**src/rtl/rr_arb32_pkg.sv**
```systemverilog
// Shared arbiter constants: requester count, index width and FSM state encoding.
package rr_arb32_pkg;

  // Number of requesters and the width of a binary requester index.
  localparam int NUM_REQ = 32;
  localparam int IDX_W   = 5;

  // Arbiter FSM: IDLE evaluates requests, GRANT holds one owner.
  typedef enum logic {
    IDLE  = 1'b0,
    GRANT = 1'b1
  } arb_state_t;

  // One-hot vector with only bit 0 set; shifted by an index to form a grant.
  localparam logic [NUM_REQ-1:0] ONE_HOT0 = {{(NUM_REQ-1){1'b0}}, 1'b1};

endpackage

```
**src/rtl/rr_arb32_pri_enc32.sv**
```systemverilog
// Rotated priority encoder: finds the first set request starting at ptr and
// wrapping through 31 back to ptr-1. Purely combinational.
module pri_enc32
  import rr_arb32_pkg::*;
(
  input  logic [NUM_REQ-1:0] req,
  input  logic [IDX_W-1:0]   ptr,
  output logic               found,
  output logic [IDX_W-1:0]   index
);

  // Rotating the request vector right by ptr puts the highest-priority line
  // at bit 0, so a plain lowest-set-bit search gives the offset from ptr.
  logic [2*NUM_REQ-1:0] dbl;
  logic [NUM_REQ-1:0]   rot;
  logic [IDX_W-1:0]     off;

  // Rotate, search for the lowest set bit, then add the offset back to ptr.
  always_comb begin
    dbl   = {req, req} >> ptr;
    rot   = dbl[NUM_REQ-1:0];
    found = 1'b0;
    off   = '0;
    for (int k = NUM_REQ - 1; k >= 0; k--) begin
      if (rot[k]) begin
        found = 1'b1;
        off   = IDX_W'(k);
      end
    end
    // Index arithmetic wraps naturally modulo 32 in 5 bits.
    index = ptr + off;
  end

endmodule

```
**src/rtl/rr_arb32.sv**
```systemverilog
// 32-way round-robin arbiter with a per-grant hold limit.
//
// Handshake: a requester raises req[i] and keeps it high until served. One
// cycle after an IDLE evaluation finds it, gnt/sel/valid assert and stay
// until the owner pulses done, drops req[sel], or the hold limit expires.
// Every grant is followed by at least one IDLE cycle, and timeout pulses in
// the first IDLE cycle only when the hold limit alone ended the grant.
module rr_arb32
  import rr_arb32_pkg::*;
#(
  parameter int HOLD_MAX = 16, // max GRANT cycles per grant, 0 = unlimited
  parameter int CNT_W    = 8   // hold counter width, HOLD_MAX <= 2^CNT_W-1
)(
  input  logic                clk,
  input  logic                rst,
  input  logic [NUM_REQ-1:0]  req,
  input  logic                done,
  output logic [NUM_REQ-1:0]  gnt,
  output logic [IDX_W-1:0]    sel,
  output logic                valid,
  output logic                timeout
);

  // Counter value seen in the last permitted GRANT cycle (count starts at 0).
  localparam logic [CNT_W-1:0] HOLD_LIM =
    (HOLD_MAX == 0) ? '0 : CNT_W'(HOLD_MAX - 1);
  localparam logic [CNT_W-1:0] CNT_SAT  = '1;

  arb_state_t          state_q, state_d;
  logic [IDX_W-1:0]    ptr_q,   ptr_d;
  logic [CNT_W-1:0]    cnt_q,   cnt_d;
  logic [NUM_REQ-1:0]  gnt_q,   gnt_d;
  logic [IDX_W-1:0]    sel_q,   sel_d;
  logic                valid_q, valid_d;
  logic                to_q,    to_d;

  logic                found;
  logic [IDX_W-1:0]    index;
  logic                owner_req;
  logic                limit_hit;
  logic                release_now;

  pri_enc32 u_pri_enc (
    .req   (req),
    .ptr   (ptr_q),
    .found (found),
    .index (index)
  );

  // Release conditions for the current owner; the limit only applies in GRANT
  // and only when a hold limit is configured.
  always_comb begin
    owner_req   = req[sel_q];
    limit_hit   = (HOLD_MAX != 0) && (cnt_q == HOLD_LIM);
    release_now = done || !owner_req || limit_hit;
  end

  // Next-state and next-output logic for the IDLE/GRANT FSM.
  always_comb begin
    state_d = state_q;
    ptr_d   = ptr_q;
    cnt_d   = cnt_q;
    gnt_d   = gnt_q;
    sel_d   = sel_q;
    valid_d = valid_q;
    to_d    = 1'b0;
    case (state_q)
      IDLE: begin
        // done is meaningless without an owner and is not looked at here.
        if (found) begin
          state_d = GRANT;
          sel_d   = index;
          gnt_d   = ONE_HOT0 << index;
          valid_d = 1'b1;
          cnt_d   = '0;
        end else begin
          gnt_d   = '0;
          valid_d = 1'b0;
        end
      end
      GRANT: begin
        // Other requesters are not looked at until the next IDLE evaluation.
        if (release_now) begin
          state_d = IDLE;
          gnt_d   = '0;
          valid_d = 1'b0;
          cnt_d   = '0;
          ptr_d   = sel_q + IDX_W'(1);
          // A limit expiry that coincides with a normal release is normal.
          to_d    = limit_hit && !done && owner_req;
        end else if (cnt_q != CNT_SAT) begin
          cnt_d   = cnt_q + CNT_W'(1);
        end
      end
      default: begin
        state_d = IDLE;
        gnt_d   = '0;
        valid_d = 1'b0;
      end
    endcase
  end

  // All arbiter registers; synchronous reset clears everything, even mid-grant.
  always_ff @(posedge clk) begin
    if (rst) begin
      state_q <= IDLE;
      ptr_q   <= '0;
      cnt_q   <= '0;
      gnt_q   <= '0;
      sel_q   <= '0;
      valid_q <= 1'b0;
      to_q    <= 1'b0;
    end else begin
      state_q <= state_d;
      ptr_q   <= ptr_d;
      cnt_q   <= cnt_d;
      gnt_q   <= gnt_d;
      sel_q   <= sel_d;
      valid_q <= valid_d;
      to_q    <= to_d;
    end
  end

  assign gnt     = gnt_q;
  assign sel     = sel_q;
  assign valid   = valid_q;
  assign timeout = to_q;

endmodule

```
**config.mk**
```make
export PLATFORM = sky130hd
export DESIGN_NAME = rr_arb32
export DESIGN_NICKNAME = d
export VERILOG_FILES = /design/src/rtl/rr_arb32_pkg.sv /design/src/rtl/rr_arb32_pri_enc32.sv /design/src/rtl/rr_arb32.sv
export SDC_FILE = /design/constraint.sdc
export NUM_CORES = 1
export LEC_CHECK = 0
export ABC_CLOCK_PERIOD_IN_PS = 5100
export BUFFER_PORTS_ARGS = -buffer_cell sky130_fd_sc_hd__buf_4
export CAP_MARGIN = 20
export CORE_MARGIN = 4
export CORE_UTILIZATION = 40
export CTS_CLUSTER_DIAMETER = 150
export DETAILED_ROUTE_END_ITERATION = 10
export PLACE_DENSITY = 0.68
export SLEW_MARGIN = 20
export SYNTH_ARGS = -nofsm -noshare
export SYNTH_HDL_FRONTEND = slang
export SYNTH_SLANG_ARGS = --single-unit
```
**constraint.sdc**
```tcl
create_clock -name clk -period 5.1 [get_ports clk]
set_clock_uncertainty 0.05 [all_clocks]
set_input_delay 0 -clock clk [delete_from_list [all_inputs] [get_ports clk]]
set_output_delay 0 -clock clk [all_outputs]
set_load 0.05 [all_outputs]
```
# Yosys cells after proc, flatten, opt, wreduce, memory -nomap -nowiden
# Cells that the tools add are included.
[totals]
register_bits = 53
in_bits = 35
out_inout_bits = 39
word_cells = 108
[classes]
addsub = 3
order_cmp = 1
eq_ne = 5
n_shift = 2
muxes = 78
n_bitwise = 2
n_reduce_logical = 10
[ops]
columns = ["op", "count"]
rows = [
  ["$mux 5", 32],
  ["$mux 32", 2],
  ["$pmux 32 s2", 1],
  ["$shr 64x5->32", 1],
  ["$mux 1", 36],
  ["$shl 1x5->32 const A", 1],
  ["$mux 8", 3],
  ["$pmux 8 s2", 1],
  ["$add 8x1->8 const B", 1],
  ["$eq 8x4->1 const B", 1],
  ["$ne 8x8->1 const B", 1],
  ["$lt 5x6->1 const B", 1],
  ["$reduce_and 2->1", 3],
  ["$add 5x1->5 const B", 1],
  ["$add 5x5->5", 1],
  ["$bmux 1 s5", 1],
  ["$pmux 1 s2", 2],
  ["$ne 3x1->1 const B", 1],
  ["$reduce_or 3->1", 1],
  ["$logic_and 1x1->1", 2],
  ["$logic_not 1->1", 2],
  ["$logic_or 1x1->1", 2],
  ["$ne 2x1->1 const B", 1],
  ["$ne 2x2->1 const B", 1],
  ["$not 1->1", 2],
]

# Logic depth before layout (Yosys ltp)
# Gate-level depths: netlist of the first run.
[logic_depth]
ltp_word = 37
mapped_depth = 24
depth_no_buf = 18

# Modules after synthesis
# A second synthesis of the first run with hierarchy kept.
[hier_totals]
cells_unflattened = 666
area_unflattened_um2 = 6477.5
[modules_own_cells]
columns = ["module", "instances", "cells_each", "area_each_um2", "seq_area_each_um2"]
rows = [
  ["pri_enc32", 1, 398, 4018.9, 0.0],
  ["rr_arb32", 1, 268, 2458.6, 1061.0],
]

# Least setup slack after synthesis of the first run
# Ideal clock, no wire load.
[synth_path]
kind = "register to register"
startpoint = "register ptr_q[2]"
endpoint = "register gnt_q[20], in the netlist gnt[20]"
setup_ns = 0.062
t_arrival_ns = 4.889
required_ns = 4.988
slack_ns = 0.099
stages_incl_launch_ff = 21
n_path_buf = 6
synth_period_minus_slack_ns = 5.001
cell_sequence = "dfxtp_1 clkbuf_1 clkbuf_1 clkbuf_1 clkbuf_1 clkbuf_1 o21ai_0 a21oi_1 nor3b_1 nor3_1 o2111ai_1 and3_1 ha_1 fa_1 a21o_1 a21oi_1 nor2_1 a211o_1 a21oi_2 buf_2 a32o_1"
[synth_between]
elab_chain_cells = 37
word_cells_on_any_way = 69
classes_between = "1 x add/sub; 2 x shift; 66 x mux"
[synth_rtl]
columns = ["item", "line", "source"]
rows = [
  ["start, declared", "rr_arb32.sv:30", "logic [IDX_W-1:0] ptr_q, ptr_d;"],
  ["start signal, assigned", "rr_arb32.sv:115", "ptr_q <= ptr_d;"],
  ["$shr 64x5->32", "rr_arb32_pri_enc32.sv:20", "dbl = {req, req} >> ptr;"],
  ["$mux 5 (32 in a row)", "rr_arb32_pri_enc32.sv:25", "if (rot[k]) begin"],
  ["$add 5x5->5", "rr_arb32_pri_enc32.sv:31", "index = ptr + off;"],
  ["$shl 1x5->32", "rr_arb32.sv:73", "gnt_d = ONE_HOT0 << index;"],
  ["$mux 32 *", "rr_arb32.sv:70", "if (found) begin"],
  ["$pmux 32 s2 *", "rr_arb32.sv:67", "case (state_q)"],
  ["end signal, assigned", "rr_arb32.sv:117", "gnt_q <= gnt_d;"],
  ["end, declared", "rr_arb32.sv:32", "logic [NUM_REQ-1:0] gnt_q, gnt_d;"],
]
# Every way passes the cells marked *; elsewhere a longest branch is shown, timed or not.
# A chain may end at the register's enable or synchronous reset.

# Worst setup path after layout of the first run
[layout_path]
startpoint = "register ptr_q[1]"
endpoint = "register gnt_q[4], in the netlist gnt[4]"
# Same word-level chain as after synthesis.

==> results.md, run 1 <==
Worst setup path:
- The gate family responsible for the most delay along the worst path is simple AND/OR/NAND/NOR gates.
- The buffer and inverter count on the worst path is 3.
- Traced cell by cell, the critical path runs through buf_12 -> mux4_2 -> mux4_2 -> and4b_2 -> nand3_1 -> nor2b_1 -> nand2b_1 -> a221oi_1 -> a21oi_1 -> fa_1 -> a21o_1 -> a21o_1 -> buf_4 -> nor3_1 -> nor3_4 -> buf_12 -> a32o_1.
- Data on the critical path is required at its endpoint by 5240 ps.
- On the worst path, the slowest cell contributes a delay of 590 ps.
- Among all stages on the critical path, the largest delay is contributed by sky130_fd_sc_hd__mux4_2.
- The element type at the critical path end is a flip-flop.
- The register-to-register setup slack is 300 ps.
- The critical path class is reg2reg.
- In this run the worst path has a maximum fanout of 16.
- STA classifies the critical path startpoint as a flip-flop.
- At the worst endpoint, the arrival time is 4940 ps.

Run status:
- The flow ran to the end, and the final reports show no timing, DRC or antenna violations.

Clock tree:
- The clock slew at the register clock pins of the worst setup and hold paths is 70 ps.
- The CTS tree is yes.
- The clock net in this run drives a total of 53 sinks.
- The later pin in the worst-skew pair is clocked with a latency of 300 ps.
- No sink is reached through more buffers than the 2 on the longest clock path.
- Counting the buffers created by CTS gives 5.
- CTS placed an instance of sky130_fd_sc_hd__clkbuf_16 at the clock tree root.
- In this run the number of H-tree levels came out at 2.

Detailed routing:
- The via density per instance is 6.49.
- Once detail routing completed, the nets flagged for antenna violations numbered 0.
- The average wire per cell in the routed design is 20.4 um.
- The pre-antenna-repair detailed-routing pass consisted of 5 iterations.
- The total via count in the routed design is 6006.
- In the routed design, unresolved DRC markers number 0.
- The violation count after the first detailed-routing iteration is 640.
- The aggregate routed wire length is 18.9 mm.

Logic synthesis:
- During synthesis, Yosys emitted a total of 0 warnings.
- The number of nets in the synthesized netlist is 707.
- The number of enable flip-flop cells after synthesis is 0.
- Synthesis handed over a netlist of 665 instances.
- In the synthesized netlist the async set-or-reset flop fraction comes to 0.
- The synthesized area divided by synthesized cell count is 8.49 um2.
- In this run the cell area of the synthesized design comes to 5650 um2.
- Of the post-synthesis cell area, the dominant cell type holds 0.207.
- The flip-flop cell with the highest count after synthesis is sky130_fd_sc_hd__dfxtp_1.
- sky130_fd_sc_hd__mux4_2 takes more of the synthesized area than any other cell.
- The number of distinct standard cells referenced by the synthesized netlist is 72.
- The share of the Yosys chip area taken by registers is 0.188.
- The synthesis-stage register bit count is 53.
- After synthesis, the cell types taking the most area are sky130_fd_sc_hd__mux4_2 (21%), sky130_fd_sc_hd__dfxtp_1 (19%), sky130_fd_sc_hd__nand2_1 (6.5%).

Power and ir drop:
- The static leakage is 2.61 nW.
- The worst-case IR drop observed on VDD is 0.322 mV.
- For this design the ratio of total power to cell area is 437 nW/um2.
- The total net switching power is 1.48 mW.
- The sequential fraction of design power is 0.182.
- Of the total power, combinational logic draws 0.701.
- The internal power contribution is 1.52 mW.
- Of the total power, the clock network draws 0.117.
- The net switching fraction of the power is 0.494.

Timing:
- The worst path setup slack after routing is 301 ps.
- The final sum of negative setup slack is 0 ps.
- The max-slew violation total from the final report is 0.
- For the pin with the worst max-slew slack, the measured transition is 1050 ps.
- For this run, the top clock speed supported by timing is 208 MHz.
- Measured against its own limit, the worst slew margin works out to 0.297.
- The count of endpoints failing hold in the final timing report is 0.
- The routed design could run at a clock period as short as 4800 ps.
- The share of the clock period used by the worst path after layout is 0.941.
- Setup violations remaining at the end of the flow were counted as 0.

Global route:
- The number of antenna violations at the first check in global routing is 0.
- Entering global routing, the biggest net connects 58 pins.
- The via count of the first global-routing pass is 5556.
- The all-layer global routing usage is 0.227.
- The wire length of the first global-routing pass is 29.7 mm.
- The total overflow left after global routing is 0.

Final layout:
- The area growth from synthesis to final layout is 21.5%.
- In the final design database the tool counted 787 nets.
- The fraction of final layout cells with drive strength greater than 1 is 0.306.
- The antenna cell count is 0.

Run:
- The max capacitance violation total is 0.

Placed design:
- The number of input and output port buffers inserted is 73.
- The HPWL after detailed placement is 14.4 mm.
- OpenSTA, run right after detailed placement, puts the worst setup slack at -121 ps.
- The final weighted congestion in routability-driven placement is 0.998.

Floorplanning:
- For this configuration, the core starts out at a cell density of 0.407.
- The region available for standard cell placement spans 13900 um2.
- The floorplan die width is 127 um.
- After floorplanning, the core was divided into 43 placement rows.
- The floorplan step set the die height to 127 um.
- The number of top-level pins is 74.
- The die area is 16100 um2.

Min path:
- The path category of the worst min-delay check is in2reg.
cell families (layout without fill, tap and decap cells):
group	Yosys count	after routing	share of synthesized area
muxes	90	90	0.278
adders and majority gates	7	7	0.0168
and+or+nand+nor	243	243	0.203
AOI/OAI and AO/OA	195	195	0.250
xor gates and xnor gates	6	6	0.00930
buffers and inverters	71	152	0.0551
DFF	53	53	0.188
worst register-to-register path, delay by kind of cell (launching register included):
| family | cells | cell delay [ps] |
|---|---|---|
| and+or+nand+nor | 6 | 1190 |
| muxes | 2 | 1100 |
| AOI/OAI and AO/OA | 5 | 1040 |
| buffers and inverters | 3 | 480 |
| adders and majority gates | 1 | 430 |
| DFF | 1 | 420 |
worst paths after layout:
check / to / startpoint / cells past startpoint
max: gnt[4] / ptr_q[1] / 17
min: timeout / done / 3
max reg2reg: gnt[4] / ptr_q[1] / 17
min reg2reg: gnt[3] / gnt[3] / 1
through the flow:
step,area (um2),power [mW],std cells,util,hold WS [ps]
detailed placement,6640,2.58,916,0.478,301
floorplan,5650,1.92,665,-,193
global placement,6640,2.54,916,0.478,285
CTS,6810,2.93,925,0.491,15.5
global route,6870,3.18,926,0.495,35.2
finish,6870,3.00,926,0.495,11.9
power by group through the flow:
| stage | registers [mW] | clock network (mW) | logic [mW] |
|---|---|---|---|
| 2_1_floorplan | 0.606 | 0 | 1.31 |
| 3_3_place_gp | 0.553 | 0 | 1.99 |
| 3_5_place_dp | 0.556 | 0 | 2.02 |
| 4_1_cts | 0.546 | 0.355 | 2.03 |
| 5_1_grt | 0.558 | 0.374 | 2.24 |
| 6_report | 0.546 | 0.351 | 2.10 |
flip-flops by register name, indices dropped and copies added, names as in the netlist:
register and count:
state_q 1, gnt 32, cnt_q 8, sel 5, valid 1, ptr_q 5, timeout 1
per-layer routing:
metal / GRT usage / up-vias / part of all wire
met2: 0.350 / 353 / 0.46
li1: - / 2735 / -
met1: 0.322 / 2882 / 0.42
met4: 0.0713 / 0 / 0.028
met5: 0 / - / 0
met3: 0.0421 / 36 / 0.094
layout by cell type (no fill, tap or decap), drive strengths merged, types with 5 or more instances in the layout:
cell type / n
mux2i: 23
a21o: 9
nor3b: 7
inv: 20
buf: 124
clkbuf: 5
o21ai: 39
and2: 6
nor2: 49
a32o: 33
nand2: 98
o211ai: 5
dfxtp: 53
ha: 6
a211oi: 10
nor2b: 6
o21a: 5
mux4: 52
nand3: 26
mux2: 15
o2111ai: 5
a21oi: 46
nand2b: 7
nor3: 18
o22ai: 7
repair_timing:
action                                 CTS  global route
gates resized for setup                  1             5
buffers inserted                         0             1
endpoints found under the hold margin    3             0
hold buffers                             1             0
setup endpoints to repair               16            33
pin swaps                                0             1
cells in the mapped netlist (all sizes together), types with 2 or more instances:
cell type / count
a211o: 2
a211oi: 10
a21bo: 3
a21o: 9
a21oi: 46
a221oi: 2
a31o: 2
a31oi: 4
a32o: 33
a32oi: 3
and2: 6
and3: 3
and4: 2
buf: 23
clkbuf: 29
dfxtp: 53
ha: 6
inv: 18
mux2: 15
mux2i: 23
mux4: 52
nand2: 98
nand2b: 7
nand3: 26
nand3b: 4
nand4: 4
nor2: 49
nor2b: 6
nor3: 18
nor3b: 7
o2111ai: 5
o211ai: 5
o21a: 5
o21ai: 39
o221ai: 2
o22ai: 7
o31ai: 4
o32ai: 4
or2: 3
or3: 4
xnor2: 2
xor2: 4
layout make-up:
cell class | count | area, um2
clock inverter | 3 | 28.8
inverter | 19 | 71.3
multi-input combinational | 541 | 4320
sequential | 53 | 1070
clock buffer | 5 | 125
tap | 180 | 225
timing repair buffer | 125 | 1030
fill | 1318 | 7020
No activity file was read; power rests on OpenSTA's default activity.
==> run 2, diff against run 1 <==
- CORE_MARGIN: 4 -> 2
==> results.md, run 2 (synthesis results as in run 1) <==
Run status:
- The flow ran to the end, and the final reports show no timing, DRC or antenna violations.

Final layout:
- The area growth from synthesis to final layout is 22.2%.
- The number of standard cells in the layout, taps in and fillers out is 928.
- In the layout the commonest cells are sky130_fd_sc_hd__buf_4 (119), sky130_fd_sc_hd__nand2_1 (98), sky130_fd_sc_hd__mux4_2 (52), sky130_fd_sc_hd__dfxtp_1 (49), sky130_fd_sc_hd__nor2_1 (47).
- Of the cells placed in the final design, the portion with a size suffix greater than 1 is 0.310.
- The flip-flop count of the largest register, all copies and words added is 32.
- The most common cell after layout, fill and taps aside is sky130_fd_sc_hd__buf_4.
- 0 antenna diodes ended up in the layout.
- The final-stage net count is 789.

Worst setup path:
- STA classifies the critical path startpoint as a flip-flop.
- The slowest stage cell on the critical path is sky130_fd_sc_hd__mux4_2.
- Along the worst path, the maximum fanout reaches 21.
- The number of buffers and inverters on the critical path is 4.
- The signal on the critical path passes through buf_12 -> mux4_2 -> mux2_2 -> mux2i_1 -> buf_4 -> a32oi_1 -> a211oi_1 -> o21a_1 -> o2111ai_1 -> and3_1 -> ha_1 -> fa_1 -> a21o_1 -> a21o_1 -> buf_4 -> o22ai_1 -> o21a_1 -> nor3_4 -> buf_12 -> a32o_1.
- The element type at the critical path end is a flip-flop.
- The critical path data required time is 5230 ps.
- The critical path class is reg2reg.
- In this design, the largest share of critical-path delay is due to compound AO/OA/AOI/OAI gates.
- The endpoint arrival time on the critical path is 4930 ps.
- The longest individual stage delay on the worst path is 570 ps.

Detailed routing:
- Detailed routing inserted a total of 5986 vias.
- In the final routed layout, each cell accounts on average for 20.3 um.
- In this run the remaining antenna-violating nets after routing total 0.
- The via density per instance is 6.45.
- The violation count after the first detailed-routing iteration is 565.
- The first-pass iteration count of the detailed router is 5.
- The routed design has 18.9 mm of wire.
- For this run, design rule violations remaining after detail routing come to 0.

Global route:
- After global routing the overflow that remains totals 0.
- The largest net degree at the start of global routing is 58.
- The via count of the first global-routing pass is 5549.
- The wire length of the first global-routing pass is 29.8 mm.
- The number of antenna violations at the first check in global routing was 0.
- For this run, the total global-route usage over all layers was measured as 0.251.

Clock tree:
- The tree built by TritonCTS fans out to 53 sinks.
- The root buffer cell chosen for the clock tree is sky130_fd_sc_hd__clkbuf_16.
- The H-tree was split into 2 levels.
- The clock latency of the later-clocked register in the worst-skew pair is 290 ps.
- The CTS tree is yes.
- The clock passes through at most 2 buffers.
- The number of CTS-inserted buffers is 5.
- Clock-pin slew was measured on the worst setup and hold paths at 70 ps.

Min path:
- The worst hold path belongs to the class in2reg.

Timing:
- The count of endpoints failing hold in the final timing report is 0.
- Setup repair after global routing left no endpoint under its margin.
- The smallest clock period supported by the final layout is computed as 4800 ps.
- The max-slew violation total from the final report is 0.
- Setup total negative slack on the finished layout was measured at 0 ps.
- The highest clock frequency the design can meet is 208 MHz.
- The share of the clock period used by the worst path after layout is 0.941.
- The relative slew slack is 0.347.
- The total of endpoints with negative setup slack in the final report is 0.
- The transition time of the tightest slew-check pin is 980 ps.

Power and ir drop:
- For this design the ratio of total power to cell area is 439 nW/um2.
- The maximum ir drop on the vdd rail is 0.371 mV.
- The static leakage is 2.63 nW.

Placed design:
- The count of buffers added on input and output ports is 73.
- The final weighted congestion in routability-driven placement is 0.968.
- The HPWL after detailed placement is 14.5 mm.
- The number of instances in the placed design is 918.

Floorplanning:
- The row count is 43.
- The floorplan die width is 123 um.
- The die area is 15100 um2.
- The region available for standard cell placement spans 13800 um2.
- During I/O placement, the number of pins put on the boundary was 74.
- The die is 123 um tall.
- The effective utilization at floorplan is 0.409.

Run:
- Across the run, the number of max-cap violations was 0.
[run 2: per-stage QoR]
| step | util | instance area (um2) | setup slack (ps) | power (mW) | hold slack [ps] |
|---|---|---|---|---|---|
| CTS | 0.495 | 6840 | 151 | 2.97 | 17.2 |
| global route | 0.499 | 6900 | 15.0 | 3.22 | 46.8 |
| detailed placement | 0.481 | 6660 | -51.1 | 2.58 | 300 |
| floorplan | - | 5650 | 99.1 | 1.92 | 193 |
| global placement | 0.481 | 6660 | 44.5 | 2.57 | 292 |
| finish | 0.499 | 6900 | 300 | 3.03 | 20.7 |
[run 2: cell type report]
class                   count  area [um2]
clock inverters             3        43.8
fillers                  1296        6920
multi-input cells         541        4330
inverters                  19        71.3
well taps                 180         225
clock buffers               5         125
repair buffers            127        1040
flip-flops and latches     53        1070
[run 2: worst paths after layout]
path / start / cells past startpoint / to / slack (ps)
max: ptr_q[1] / 20 / gnt[6] / 300
min: done / 3 / timeout / 20
max reg2reg: ptr_q[1] / 20 / gnt[6] / 300
min reg2reg: gnt[24] / 1 / gnt[24] / 420
[run 2: routing by layer]
layer  vias to the layer above  global-route usage  routed length (um)
met3                        38              0.0400                1710
met2                       312               0.392                8580
met1                      2889               0.354                7980
met4                         0              0.0855                 599
met5                         -                   0                   0
li1                       2747                   -                   -
[run 2: repair_timing]
action                     CTS  global route
hold endpoints to repair     1             0
pin swaps                    0             2
resized for setup            1             7
hold buffers                 1             0
setup endpoints to repair   16            28
buffers inserted             0             1
[run 2: power breakdown]
part           internal [mW]  switching, mW
sequential             0.460         0.0891
clock                  0.232          0.149
combinational          0.881           1.22
total                   1.57           1.46
[run 2: worst register-to-register path, cell delays in order (launching register included)]
cell,delay [ps]
sky130_fd_sc_hd__dfxtp_2,400
sky130_fd_sc_hd__buf_12,200
sky130_fd_sc_hd__mux4_2,570
sky130_fd_sc_hd__mux2_2,340
sky130_fd_sc_hd__mux2i_1,170
sky130_fd_sc_hd__buf_4,150
sky130_fd_sc_hd__a32oi_1,130
sky130_fd_sc_hd__a211oi_1,220
sky130_fd_sc_hd__o21a_1,180
sky130_fd_sc_hd__o2111ai_1,100
sky130_fd_sc_hd__and3_1,250
sky130_fd_sc_hd__ha_1,230
sky130_fd_sc_hd__fa_1,390
sky130_fd_sc_hd__a21o_1,200
sky130_fd_sc_hd__a21o_1,190
sky130_fd_sc_hd__buf_4,140
sky130_fd_sc_hd__o22ai_1,150
sky130_fd_sc_hd__o21a_1,180
sky130_fd_sc_hd__nor3_4,60
sky130_fd_sc_hd__buf_12,160
sky130_fd_sc_hd__a32o_1,260
==> run 3, diff against run 2 <==
- BUFFER_PORTS_ARGS: -buffer_cell sky130_fd_sc_hd__buf_4 -> -buffer_cell sky130_fd_sc_hd__buf_2
- CAP_MARGIN: 20 -> not set
- CORE_UTILIZATION: 40 -> 54
- PLACE_DENSITY: 0.68 -> 0.85
==> results.md, run 3 (synthesis results as in run 1) <==
Power and ir drop:
- The total power density per cell area is 440 nW/um2.
- The total net switching power is 1.48 mW.
- The static leakage is 2.52 nW.
- The total power draw is 2.87 mW.
- The sequential fraction of design power is 0.189.
- The internal power of the cells totals 1.39 mW.
- The share of total power dissipated in combinational logic is 0.723.
- The share of total power dissipated in the clock network is 0.088.
- The net switching fraction of the power is 0.516.
- VDD sags by at most 0.447 mV.

Timing:
- The highest clock frequency the design can meet is 203 MHz.
- The count of endpoints failing hold in the final timing report is 0.
- The transition time of the tightest slew-check pin is 1060 ps.
- The final sum of negative setup slack is 0 ps.
- Dividing the final minimum period by the clock period gives 0.967.
- Measured against its own limit, the worst slew margin works out to 0.285.
- The worst hold-check slack is 70.1 ps.
- The max-slew violation total from the final report is 0.
- The worst path meets setup with 169 ps of slack.
- The total of endpoints with negative setup slack in the final report is 0.
- Subtracting the final worst setup slack from the clock period gives 4930 ps.

Detailed routing:
- The count of nets left with antenna violations once routing finished came out at 0.
- In this run, the number of DRC markers left after iteration 0 of detailed routing was 759.
- Dividing the detail-routed wire length by the instance count gives 21.8 um.
- The via density per instance is 7.05.
- The DRC violation count after routing is 0.
- The first detailed-routing pass ran for 6 iterations.
- The aggregate routed wire length is 19.0 mm.
- The total via count in the routed design is 6168.

Clock tree:
- The longest clock path from root to sink contains 2 buffers.
- The H-tree was split into 2 levels.
- The clock latency of the later-clocked register in the worst-skew pair is 310 ps.
- TritonCTS built the clock tree.
- The tree built by TritonCTS fans out to 53 sinks.
- The cell at the root of the clock tree is sky130_fd_sc_hd__clkbuf_8.
- The number of CTS-inserted buffers is 5.
- The clock slew at the register clock pins of the worst setup and hold paths is 100 ps.

Placed design:
- The detailed placer's ending HPWL is 14.4 mm.
- The count of buffers added on input and output ports is 73.
- The number of instances in the placed design is 865.
- The post-placement worst setup slack is -98.5 ps.
- The final weighted congestion in routability-driven placement is 0.976.
- The cell area after placement is 6350 um2.

Global route:
- The via count of the first global-routing pass is 5627.
- The all-layer global routing usage is 0.336.
- The number of antenna violations at the first check in global routing was 0.
- Summed over all layers, the global routing overflow is 0.
- The wire length of the first global-routing pass is 30.3 mm.
- Entering global routing, the biggest net connects 58 pins.

Floorplanning:
- From left edge to right edge, the die measures 106 um.
- The row count is 37.
- 74 I/O pins were placed.
- The area of the core is 10200 um2.
- The die area is 11300 um2.
- The overall die height is 106 um.
- The effective utilization at floorplan is 0.552.

Final layout:
- The multi-input combinational cells in the finished layout cover a total of 4330 um2.
- The most common cell after layout, fill and taps aside is sky130_fd_sc_hd__nand2_1.
- The fraction of final layout cells with drive strength greater than 1 is 0.303.
- In the final design database the tool counted 780 nets.
- For this run, the share of the core covered by cells in the final layout is 0.638.
- The cell area after layout is 6530 um2.
- The sequential cells in the finished layout cover a total of 1070 um2.
- The number of fillers in the final layout is 836.
- The repair_antennas step left the layout with diodes totalling 0.
- Relative to the synthesized area, the layout overhead comes to 15.5%.
- The flip-flop count of the largest register, all copies and words added is 32.
- The number of standard cells in the layout, taps in and fillers out is 875.
- In the layout the commonest cells are sky130_fd_sc_hd__nand2_1 (98), sky130_fd_sc_hd__buf_2 (73), sky130_fd_sc_hd__mux4_2 (52), sky130_fd_sc_hd__dfxtp_1 (49), sky130_fd_sc_hd__nor2_1 (45).

Min path:
- The hold path startpoint is rst.
- The worst hold path passes through 2 cells.
- The hold path endpoint is sel[0].
- The worst hold path belongs to the class in2reg.

Run:
- The max capacitance violation total is 0.

Worst setup path:
- STA classifies the critical path startpoint as a flip-flop.
- The endpoint arrival time on the critical path is 5130 ps.
- Of all nets on the critical path, the largest fanout is 17.
- The register-to-register setup slack is 170 ps.
- The element type at the critical path end is a flip-flop.
- In this run the critical register-to-register path is captured at gnt[30].
- The critical path class is reg2reg.
- At the worst endpoint, the required time is 5300 ps.
- The source of the worst register-to-register timing path is ptr_q[1].
- The number of cells on the worst reg-to-reg path is 19.

Run status:
- The flow ran to the end, and the final reports show no timing, DRC or antenna violations.
-- run 3: worst max-delay path by stage --
stage          startpoint      end  slack [ps]  cells after the start
5_1_grt          ptr_q[1]  gnt[30]         -30                     20
6_report         ptr_q[1]  gnt[30]         170                     19
3_3_place_gp     ptr_q[1]  gnt[10]          40                     19
3_5_place_dp     ptr_q[1]  gnt[15]        -100                     19
4_1_cts          ptr_q[1]  gnt[26]          90                     17
2_1_floorplan    ptr_q[2]  gnt[20]         100                     20
-- run 3: power groups by stage --
stage / combinational (mW) / clock, mW / sequential [mW]
2_1_floorplan: 1.31 / 0 / 0.606
3_3_place_gp: 1.94 / 0 / 0.545
3_5_place_dp: 1.98 / 0 / 0.548
4_1_cts: 1.99 / 0.258 / 0.538
5_1_grt: 2.22 / 0.273 / 0.548
6_report: 2.07 / 0.254 / 0.542
-- run 3: layout make-up --
class,instances,share of cell area
Multi-Input combinational cell,541,0.663
Sequential cell,53,0.163
Timing Repair Buffer,118,0.122
Tap cell,136,0.0261
Inverter,19,0.0109
Clock buffer,5,0.0105
Clock inverter,3,0.00441
-- run 3: per-layer routing --
| metal | share of wire | GRT usage |
|---|---|---|
| met5 | 0 | 0 |
| met1 | 0.39 | 0.475 |
| met4 | 0.029 | 0.0968 |
| met3 | 0.11 | 0.0595 |
| met2 | 0.47 | 0.530 |
-- run 3: repair_timing --
item | 4_1_cts | 5_1_grt
pin swaps | 0 | 1
endpoints found under the setup margin | 16 | 33
buffers inserted | 0 | 1
hold endpoints to repair | 1 | 0
gates cloned | 0 | 0
resized for setup | 1 | 7
hold buffers | 1 | 0
-- run 3: worst max-delay path: stages, from the launching register on --
cell,delay (ps)
sky130_fd_sc_hd__dfxtp_2,400
sky130_fd_sc_hd__buf_12,170
sky130_fd_sc_hd__mux4_2,590
sky130_fd_sc_hd__mux2_2,310
sky130_fd_sc_hd__mux2i_1,250
sky130_fd_sc_hd__buf_4,190
sky130_fd_sc_hd__a32oi_1,130
sky130_fd_sc_hd__a211oi_1,220
sky130_fd_sc_hd__o21a_1,180
sky130_fd_sc_hd__o2111ai_1,110
sky130_fd_sc_hd__and3_1,250
sky130_fd_sc_hd__ha_1,230
sky130_fd_sc_hd__fa_1,390
sky130_fd_sc_hd__a21o_1,200
sky130_fd_sc_hd__a21oi_2,250
sky130_fd_sc_hd__nor2_1,60
sky130_fd_sc_hd__a211o_1,290
sky130_fd_sc_hd__a21oi_2,150
sky130_fd_sc_hd__buf_4,240
sky130_fd_sc_hd__a32o_1,200
